--- config.mk ---
export PLATFORM = sky130hd
export DESIGN_NAME = butterfly32_in_flat
export DESIGN_NICKNAME = d
export VERILOG_FILES = /design/src/rtl/dct_pkg.sv /design/src/rtl/butterfly32_in_if.sv /design/src/rtl/bfly_pair.sv /design/src/rtl/butterfly32_in.sv /design/src/flat_wrapper.sv
export SDC_FILE = /design/constraint.sdc
export NUM_CORES = 1
export LEC_CHECK = 0
export ABC_CLOCK_PERIOD_IN_PS = 5600
export CAP_MARGIN = 20
export CORE_MARGIN = 3
export CORE_UTILIZATION = 35
export CTS_CLUSTER_DIAMETER = 120
export DETAILED_ROUTE_END_ITERATION = 8
export GPL_ROUTABILITY_DRIVEN = 0
export GPL_TIMING_DRIVEN = 1
export PLACE_DENSITY = 0.65
export SKIP_LAST_GASP = 1
export SLEW_MARGIN = 20
export SYNTH_ARGS = -nofsm -noshare
export SYNTH_HDL_FRONTEND = slang
export SYNTH_SLANG_ARGS = --single-unit
--- constraint.sdc ---
create_clock -name clk -period 5.6 [get_ports clk]
set_input_delay 1.12 -clock clk [delete_from_list [all_inputs] [get_ports clk]]
set_output_delay 1.12 -clock clk [all_outputs]
set_load 0.1 [all_outputs]
--- src/rtl/dct_pkg.sv ---
`default_nettype none
// ============================================================================
//  Module      : dct_pkg
//  Description : Shared constants and types for the 32-point forward DCT
//                datapath (input butterfly, shift_add32, even-part stages).
//  Revision    : 1.0  initial release
// ============================================================================
package dct_pkg;

   localparam int DCT_N          = 32;
   localparam int DEF_IN_WIDTH   = 16;
   localparam int DEF_WIDTH      = 20;

   // Residual sample entering the transform and wide intermediate value.
   typedef logic signed [DEF_IN_WIDTH-1:0] sample_t;
   typedef logic signed [DEF_WIDTH-1:0]    coef_t;

endpackage
`default_nettype wire

--- src/rtl/butterfly32_in_if.sv ---
`default_nettype none
// ============================================================================
//  Module      : butterfly32_in_if
//  Description : Sample input stream and butterfly result bundle of
//                butterfly32_in. master = sample source / result consumer,
//                slave = the butterfly itself.
//  Revision    : 1.0  initial release
// ============================================================================
interface butterfly32_in_if
   import dct_pkg::*;
#(
   parameter int IN_WIDTH = DEF_IN_WIDTH,
   parameter int WIDTH    = DEF_WIDTH
);

   logic                       in_valid;
   logic                       in_first;
   logic signed [IN_WIDTH-1:0] in_data;
   logic signed [WIDTH-1:0]    a [DCT_N/2];
   logic signed [WIDTH-1:0]    b [DCT_N/2];
   logic                       out_valid;
   logic                       busy;
   logic                       err_short;

   modport master (
      output in_valid, in_first, in_data,
      input  a, b, out_valid, busy, err_short
   );

   modport slave (
      input  in_valid, in_first, in_data,
      output a, b, out_valid, busy, err_short
   );

endinterface
`default_nettype wire

--- src/rtl/bfly_pair.sv ---
`default_nettype none
// ============================================================================
//  Module      : bfly_pair
//  Description : Combinational butterfly pair: sign-extends both operands to
//                WIDTH and returns their exact sum and difference (x - y).
//  Revision    : 1.0  initial release
// ============================================================================
module bfly_pair
   import dct_pkg::*;
#(
   parameter int IN_WIDTH = DEF_IN_WIDTH,
   parameter int WIDTH    = DEF_WIDTH
) (
   input  wire logic signed [IN_WIDTH-1:0] i_x,
   input  wire logic signed [IN_WIDTH-1:0] i_y,
   output logic signed [WIDTH-1:0]         o_sum,
   output logic signed [WIDTH-1:0]         o_diff
);

   logic signed [WIDTH-1:0] w_x;
   logic signed [WIDTH-1:0] w_y;

   // Signed size casts replicate the sign bit; WIDTH >= IN_WIDTH+1 keeps
   // both results exact.
   assign w_x    = WIDTH'(i_x);
   assign w_y    = WIDTH'(i_y);
   assign o_sum  = w_x + w_y;
   assign o_diff = w_x - w_y;

endmodule
`default_nettype wire

--- src/rtl/butterfly32_in.sv ---
`default_nettype none
// ============================================================================
//  Module      : butterfly32_in
//  Description : First stage of the 32-point forward DCT. Assembles a row of
//                32 samples and produces a_k = x_k + x_(31-k) and
//                b_k = x_k - x_(31-k), k = 0..15, as one coherent registered
//                vector per row.
//  Revision    : 1.0  initial release
// ============================================================================
module butterfly32_in
   import dct_pkg::*;
#(
   parameter int IN_WIDTH = DEF_IN_WIDTH,
   parameter int WIDTH    = DEF_WIDTH
) (
   input  wire logic clk,
   input  wire logic rst_b,
   butterfly32_in_if.slave bus
);

   localparam int HALF  = DCT_N / 2;
   localparam int IDX_W = $clog2(DCT_N);

   // Row position of the next accepted sample; 0 means "waiting for x0".
   logic [IDX_W-1:0]           r_idx;
   logic signed [IN_WIDTH-1:0] r_hold    [HALF];
   logic signed [WIDTH-1:0]    r_stage_a [1:HALF-1];
   logic signed [WIDTH-1:0]    r_stage_b [1:HALF-1];
   logic signed [WIDTH-1:0]    r_a       [HALF];
   logic signed [WIDTH-1:0]    r_b       [HALF];
   logic                       r_out_valid;
   logic                       r_err_short;

   logic [IDX_W-2:0]           w_k;
   logic [IDX_W-2:0]           w_hold_idx;
   logic                       w_hold_we;
   logic                       w_pair_we;
   logic                       w_done;
   logic                       w_err;
   logic signed [WIDTH-1:0]    w_sum;
   logic signed [WIDTH-1:0]    w_diff;

   // Second half of the row: k = 31 - idx, which for idx 16..31 is the
   // bitwise complement of the low index bits.
   assign w_k = ~r_idx[IDX_W-2:0];

   // Decode what the current cycle does with the incoming sample.
   always_comb begin
      w_hold_idx = r_idx[IDX_W-2:0];
      w_hold_we  = 1'b0;
      w_pair_we  = 1'b0;
      w_done     = 1'b0;
      w_err      = 1'b0;
      if (bus.in_valid) begin
         if (bus.in_first) begin
            w_hold_idx = '0;
            w_hold_we  = 1'b1;
            w_err      = (r_idx != '0);
         end else if (r_idx == '0) begin
            w_err      = 1'b1;
         end else if (!r_idx[IDX_W-1]) begin
            w_hold_we  = 1'b1;
         end else begin
            w_pair_we  = 1'b1;
            w_done     = (w_k == '0);
         end
      end
   end

   bfly_pair #(
      .IN_WIDTH (IN_WIDTH),
      .WIDTH    (WIDTH)
   ) u_pair (
      .i_x    (r_hold[w_k]),
      .i_y    (bus.in_data),
      .o_sum  (w_sum),
      .o_diff (w_diff)
   );

   // First-half sample bank; contents are only meaningful inside a row.
   always_ff @(posedge clk) begin
      if (w_hold_we) begin
         r_hold[w_hold_idx] <= bus.in_data;
      end
   end

   // Pair results for k = 15..1 wait here until the row completes so the
   // outputs all switch on one edge.
   always_ff @(posedge clk) begin
      if (w_pair_we && !w_done) begin
         r_stage_a[w_k] <= w_sum;
         r_stage_b[w_k] <= w_diff;
      end
   end

   // Row sequencing, status pulses and the coherent output vector.
   always_ff @(posedge clk or negedge rst_b) begin
      if (!rst_b) begin
         r_idx       <= '0;
         r_out_valid <= 1'b0;
         r_err_short <= 1'b0;
         for (int i = 0; i < HALF; i++) begin
            r_a[i] <= '0;
            r_b[i] <= '0;
         end
      end else begin
         r_out_valid <= w_done;
         r_err_short <= w_err;
         if (bus.in_valid) begin
            if (bus.in_first) begin
               r_idx <= IDX_W'(1);
            end else if (r_idx != '0) begin
               r_idx <= r_idx + IDX_W'(1);
            end
         end
         if (w_done) begin
            r_a[0] <= w_sum;
            r_b[0] <= w_diff;
            for (int i = 1; i < HALF; i++) begin
               r_a[i] <= r_stage_a[i];
               r_b[i] <= r_stage_b[i];
            end
         end
      end
   end

   assign bus.out_valid = r_out_valid;
   assign bus.err_short = r_err_short;
   assign bus.busy      = (r_idx != '0);

   generate
      for (genvar gi = 0; gi < HALF; gi++) begin : g_out
         assign bus.a[gi] = r_a[gi];
         assign bus.b[gi] = r_b[gi];
      end
   endgenerate

endmodule
`default_nettype wire
--- src/flat_wrapper.sv ---
// flat-port wrapper written by rule: the top's interface ports become plain ports
module butterfly32_in_flat import dct_pkg::*;
#(
   parameter int IN_WIDTH = DEF_IN_WIDTH,
   parameter int WIDTH    = DEF_WIDTH
)
  (clk, rst_b, bus_in_valid, bus_in_first, bus_in_data, bus_a, bus_b, bus_out_valid, bus_busy, bus_err_short);
  butterfly32_in_if #(.IN_WIDTH(IN_WIDTH), .WIDTH(WIDTH)) bus_i ();
  input  wire logic clk;
  input  wire logic rst_b;
  input wire logic [$bits(bus_i.in_valid)-1:0] bus_in_valid;
  input wire logic [$bits(bus_i.in_first)-1:0] bus_in_first;
  input wire logic [$bits(bus_i.in_data)-1:0] bus_in_data;
  output wire logic [$bits(bus_i.a)-1:0] bus_a;
  output wire logic [$bits(bus_i.b)-1:0] bus_b;
  output wire logic [$bits(bus_i.out_valid)-1:0] bus_out_valid;
  output wire logic [$bits(bus_i.busy)-1:0] bus_busy;
  output wire logic [$bits(bus_i.err_short)-1:0] bus_err_short;
  assign bus_i.in_valid = bus_in_valid;
  assign bus_i.in_first = bus_in_first;
  assign bus_i.in_data = bus_in_data;
  assign bus_a = {>>{bus_i.a}};
  assign bus_b = {>>{bus_i.b}};
  assign bus_out_valid = bus_i.out_valid;
  assign bus_busy = bus_i.busy;
  assign bus_err_short = bus_i.err_short;
  butterfly32_in #(.IN_WIDTH(IN_WIDTH), .WIDTH(WIDTH)) u_core (.clk(clk), .rst_b(rst_b), .bus(bus_i));
endmodule
==> results.sh <==
export IMPL_status="finished with violations"
export IMPL_violations="slew limit"
export IMPL_regArea_sq_um=35940
export IMPL_leakagePower_nw=25.36
export IMPL_hold_violations=0
export IMPL_start_util_pct=35.42
export IMPL_grt_start_max_net_pins=212
export IMPL_timing_final_ws_setup_ns=0.4861
export IMPL_critical_path_required_ns=5.99
export IMPL_syn_area_sq_um=47450
export IMPL_io_buffers=662
export IMPL_root_buffer="clkbuf_16"
export IMPL_overflow=0
export IMPL_fp_row_count=134
export IMPL_dp_final_hpwl_um=91320
export IMPL_wl_per_cell_um=23.26
export IMPL_worstMarginPinSlew_ns=1.575
export IMPL_route_detailed_drc=0
export IMPL_first_pass_iters=6
export IMPL_clk_path_buf_depth=3
export IMPL_comb_power_share_pct=25.6
export IMPL_cts_max_level=4
export IMPL_io_pins=663
export IMPL_vias=28931
export IMPL_drv_cap=0
export IMPL_power_switching_mw=9.522
export IMPL_fp_dieH_um=374.2
export IMPL_p_int_mw=19.20
export IMPL_finalSetupViolations=0
export IMPL_yosys_cell_types_count=67
export IMPL_hold_path_class="in2async"
export IMPL_grt_pass1_wl_um=202500
export IMPL_irDropWorstVdd_mv=0.4218
export IMPL_synth_main_ff_cell="edfxtp_1"
export IMPL_syn_inst=3495
export IMPL_netlist_area_leader_share_pct=47.53
export IMPL_setup_tns_ns=0
export IMPL_numCtsBuffers=136
export IMPL_power_per_cell_area_nw_per_um2=473.3
export IMPL_finalCritPeriodShare_pct=91.32
export IMPL_holdWs_ns=0.4247
export IMPL_ys_seq_area_share_pct=75.74
export IMPL_final_common_cell="nand2_1"
export IMPL_crit_type="reg2reg"
export IMPL_synthTopCellsByArea="edfxtp_1 (48%), dfrtp_1 (28%), nand2_1 (12%)"
export IMPL_switching_share_pct=33.15
export IMPL_finalInstanceArea_sq_um=60700
export IMPL_startpoint_type="flop"
export IMPL_yosysTopAreaCell="edfxtp_1"
export IMPL_maxSlewHeadroom_pct=-4.995
export IMPL_seqPwrFrac_pct=42.6
export IMPL_min_period_ns=5.114
export IMPL_cts_setup_buffers=0
export IMPL_clock_latency_ns=0.78
export IMPL_ant_nets=0
export IMPL_cts_resized=0
export IMPL_clkTransAtPathRegs_ns=0.06
export IMPL_synth_fp_nets=3559
export IMPL_drive_gt1_share_pct=11.63
export IMPL_critPathArrivalTime_ns=5.51
export IMPL_worstPathMaxFanout=40
export IMPL_placed_cell_area_sq_um=56080
export IMPL_multi_input_area_sq_um=10140
export IMPL_n_fill_cell=11867
export IMPL_tritoncts="done"
export IMPL_fin_cells=6036
export IMPL_dp_slack_ns=0.4778
export IMPL_clkPwrFrac_pct=31.8
export IMPL_grtUsageTotal_pct=19.81
export IMPL_drt_iter0_markers=2743
export IMPL_clock_fmax_ghz=0.1955
export IMPL_nets=4214
export IMPL_finalClockSkew_ns=0.02771
export IMPL_viasPerCell=4.793
export IMPL_synth_edff_count=751
export IMPL_numPlacedInstances=5780
export IMPL_die_area_sq_um=140000
export IMPL_synthArstFlopShare_pct=41.60
export IMPL_power_total_mw=28.73
export IMPL_final_util_pct=45.31
export IMPL_postCtsHoldBufs=0
export IMPL_avgSynthCellArea_sq_um=13.58
export IMPL_core_sq_um=134000
export IMPL_syn_to_final_growth_pct=27.92
export IMPL_final_cell_mix="nand2_1 (1554), edfxtp_1 (751), clkdlybuf4s50_1 (659), dfrtp_1 (533), clkbuf_16 (137)"
export IMPL_rsz0062_at_grt="no"
export IMPL_ys_warn_count=0
export IMPL_grt_pass1_vias=29031
export IMPL_synth_seq_cells=1286
export IMPL_grt_antenna_before_repair=6
export IMPL_crit_path_end_kind="flop"
export IMPL_die_w_um=374.2
export IMPL_routed_wl_um=140400
export IMPL_finalMaxSlewViolations=58
export IMPL_clock_sinks=1286
[metal layers]
| metal | share of wire, % | global-route usage, % |
|---|---|---|
| met1 | 40 | 25.58 |
| met2 | 49 | 33.07 |
| met3 | 7.1 | 4.332 |
| met5 | 0.017 | 0 |
| met4 | 3.2 | 6.899 |
[registers in the layout (all words and copies together), names as in the netlist]
signal and cells:
u_core.r_stage_b 240, u_core.bus.err_short 1, u_core.bus.a 269, u_core.bus.b 259, u_core.r_idx 5, u_core.r_stage_a 255, u_core.bus.out_valid 1, u_core.r_hold 256
[final timing paths]
check	start	endpoint	slack, ns	cells after the start
worst min register to register	u_core.r_stage_a[12][12]	u_core.bus.a[72]	0.43	2
max in group asynchronous	rst_b	u_core.bus.a[266]	3.89	2
min in group clk	u_core.r_stage_a[12][12]	u_core.bus.a[72]	0.43	2
worst max-delay path	u_core.r_idx[0]	u_core.r_stage_b[8][11]	0.49	9
worst min-delay path	rst_b	u_core.bus.b[44]	0.42	1
worst max register to register	u_core.r_idx[0]	u_core.r_stage_b[8][11]	0.49	9
[final cells by class]
cell class / count / area share (%)
antenna: 4 / 0.01649
clock buffer: 188 / 6.227
clock inverter: 64 / 1.360
inverter: 38 / 0.2474
multi-input combinational: 1912 / 16.70
sequential: 1286 / 59.22
tap: 1768 / 3.644
timing repair buffer: 776 / 12.58
[synth_stat cells, types with 3 or more instances]
master	n
buf_4	144
a21oi_1	25
nor2b_1	5
dfrtp_1	535
a31oi_1	3
mux4_2	80
nand2_1	1554
nand4_1	3
ha_1	42
inv_1	35
buf_1	10
o21ai_0	16
buf_6	3
and2_1	3
mux2_2	17
nor2_1	51
clkbuf_1	65
xnor2_1	20
o21bai_1	3
nor3_1	12
o211ai_1	4
edfxtp_1	751
buf_2	35
a21o_1	8
nand3_1	5
xor2_1	6
inv_2	3
o31ai_1	5
nand2b_1	7
[cells by family (layout without fill, tap and decap cells)]
| kind of cell | count (synthesis) | after routing | share of synthesized area, % |
|---|---|---|---|
| other cells | 0 | 4 | 0 |
| compound gates | 87 | 87 | 1.284 |
| fa+ha+maj | 44 | 44 | 1.192 |
| mux | 98 | 98 | 4.232 |
| buf+inv | 297 | 1066 | 3.671 |
| simple gates | 1657 | 1657 | 13.40 |
| flops | 1286 | 1286 | 75.74 |
| xor+xnor | 26 | 26 | 0.4799 |
[power by group through the flow]
stage	registers [mW]	logic, mW	clock network, mW
floorplan	12.4	2.91	0
global placement	12.4	7.38	0
detailed placement	12.4	7.47	0
CTS	12.2	7.49	9.31
global route	12.2	7.76	9.69
finish	12.2	7.37	9.13
[worst max-delay path, cell delays in order (launching register included)]
cell and delay (ns):
dfrtp_4 0.90, buf_4 0.32, mux4_2 0.51, mux4_2 0.50
ha_1 0.45, a21oi_1 0.24, nand2_1 0.18, a21oi_1 0.46
o21bai_1 0.20, xor2_2 0.92
Note: power is estimated with default switching activity, not from simulation.
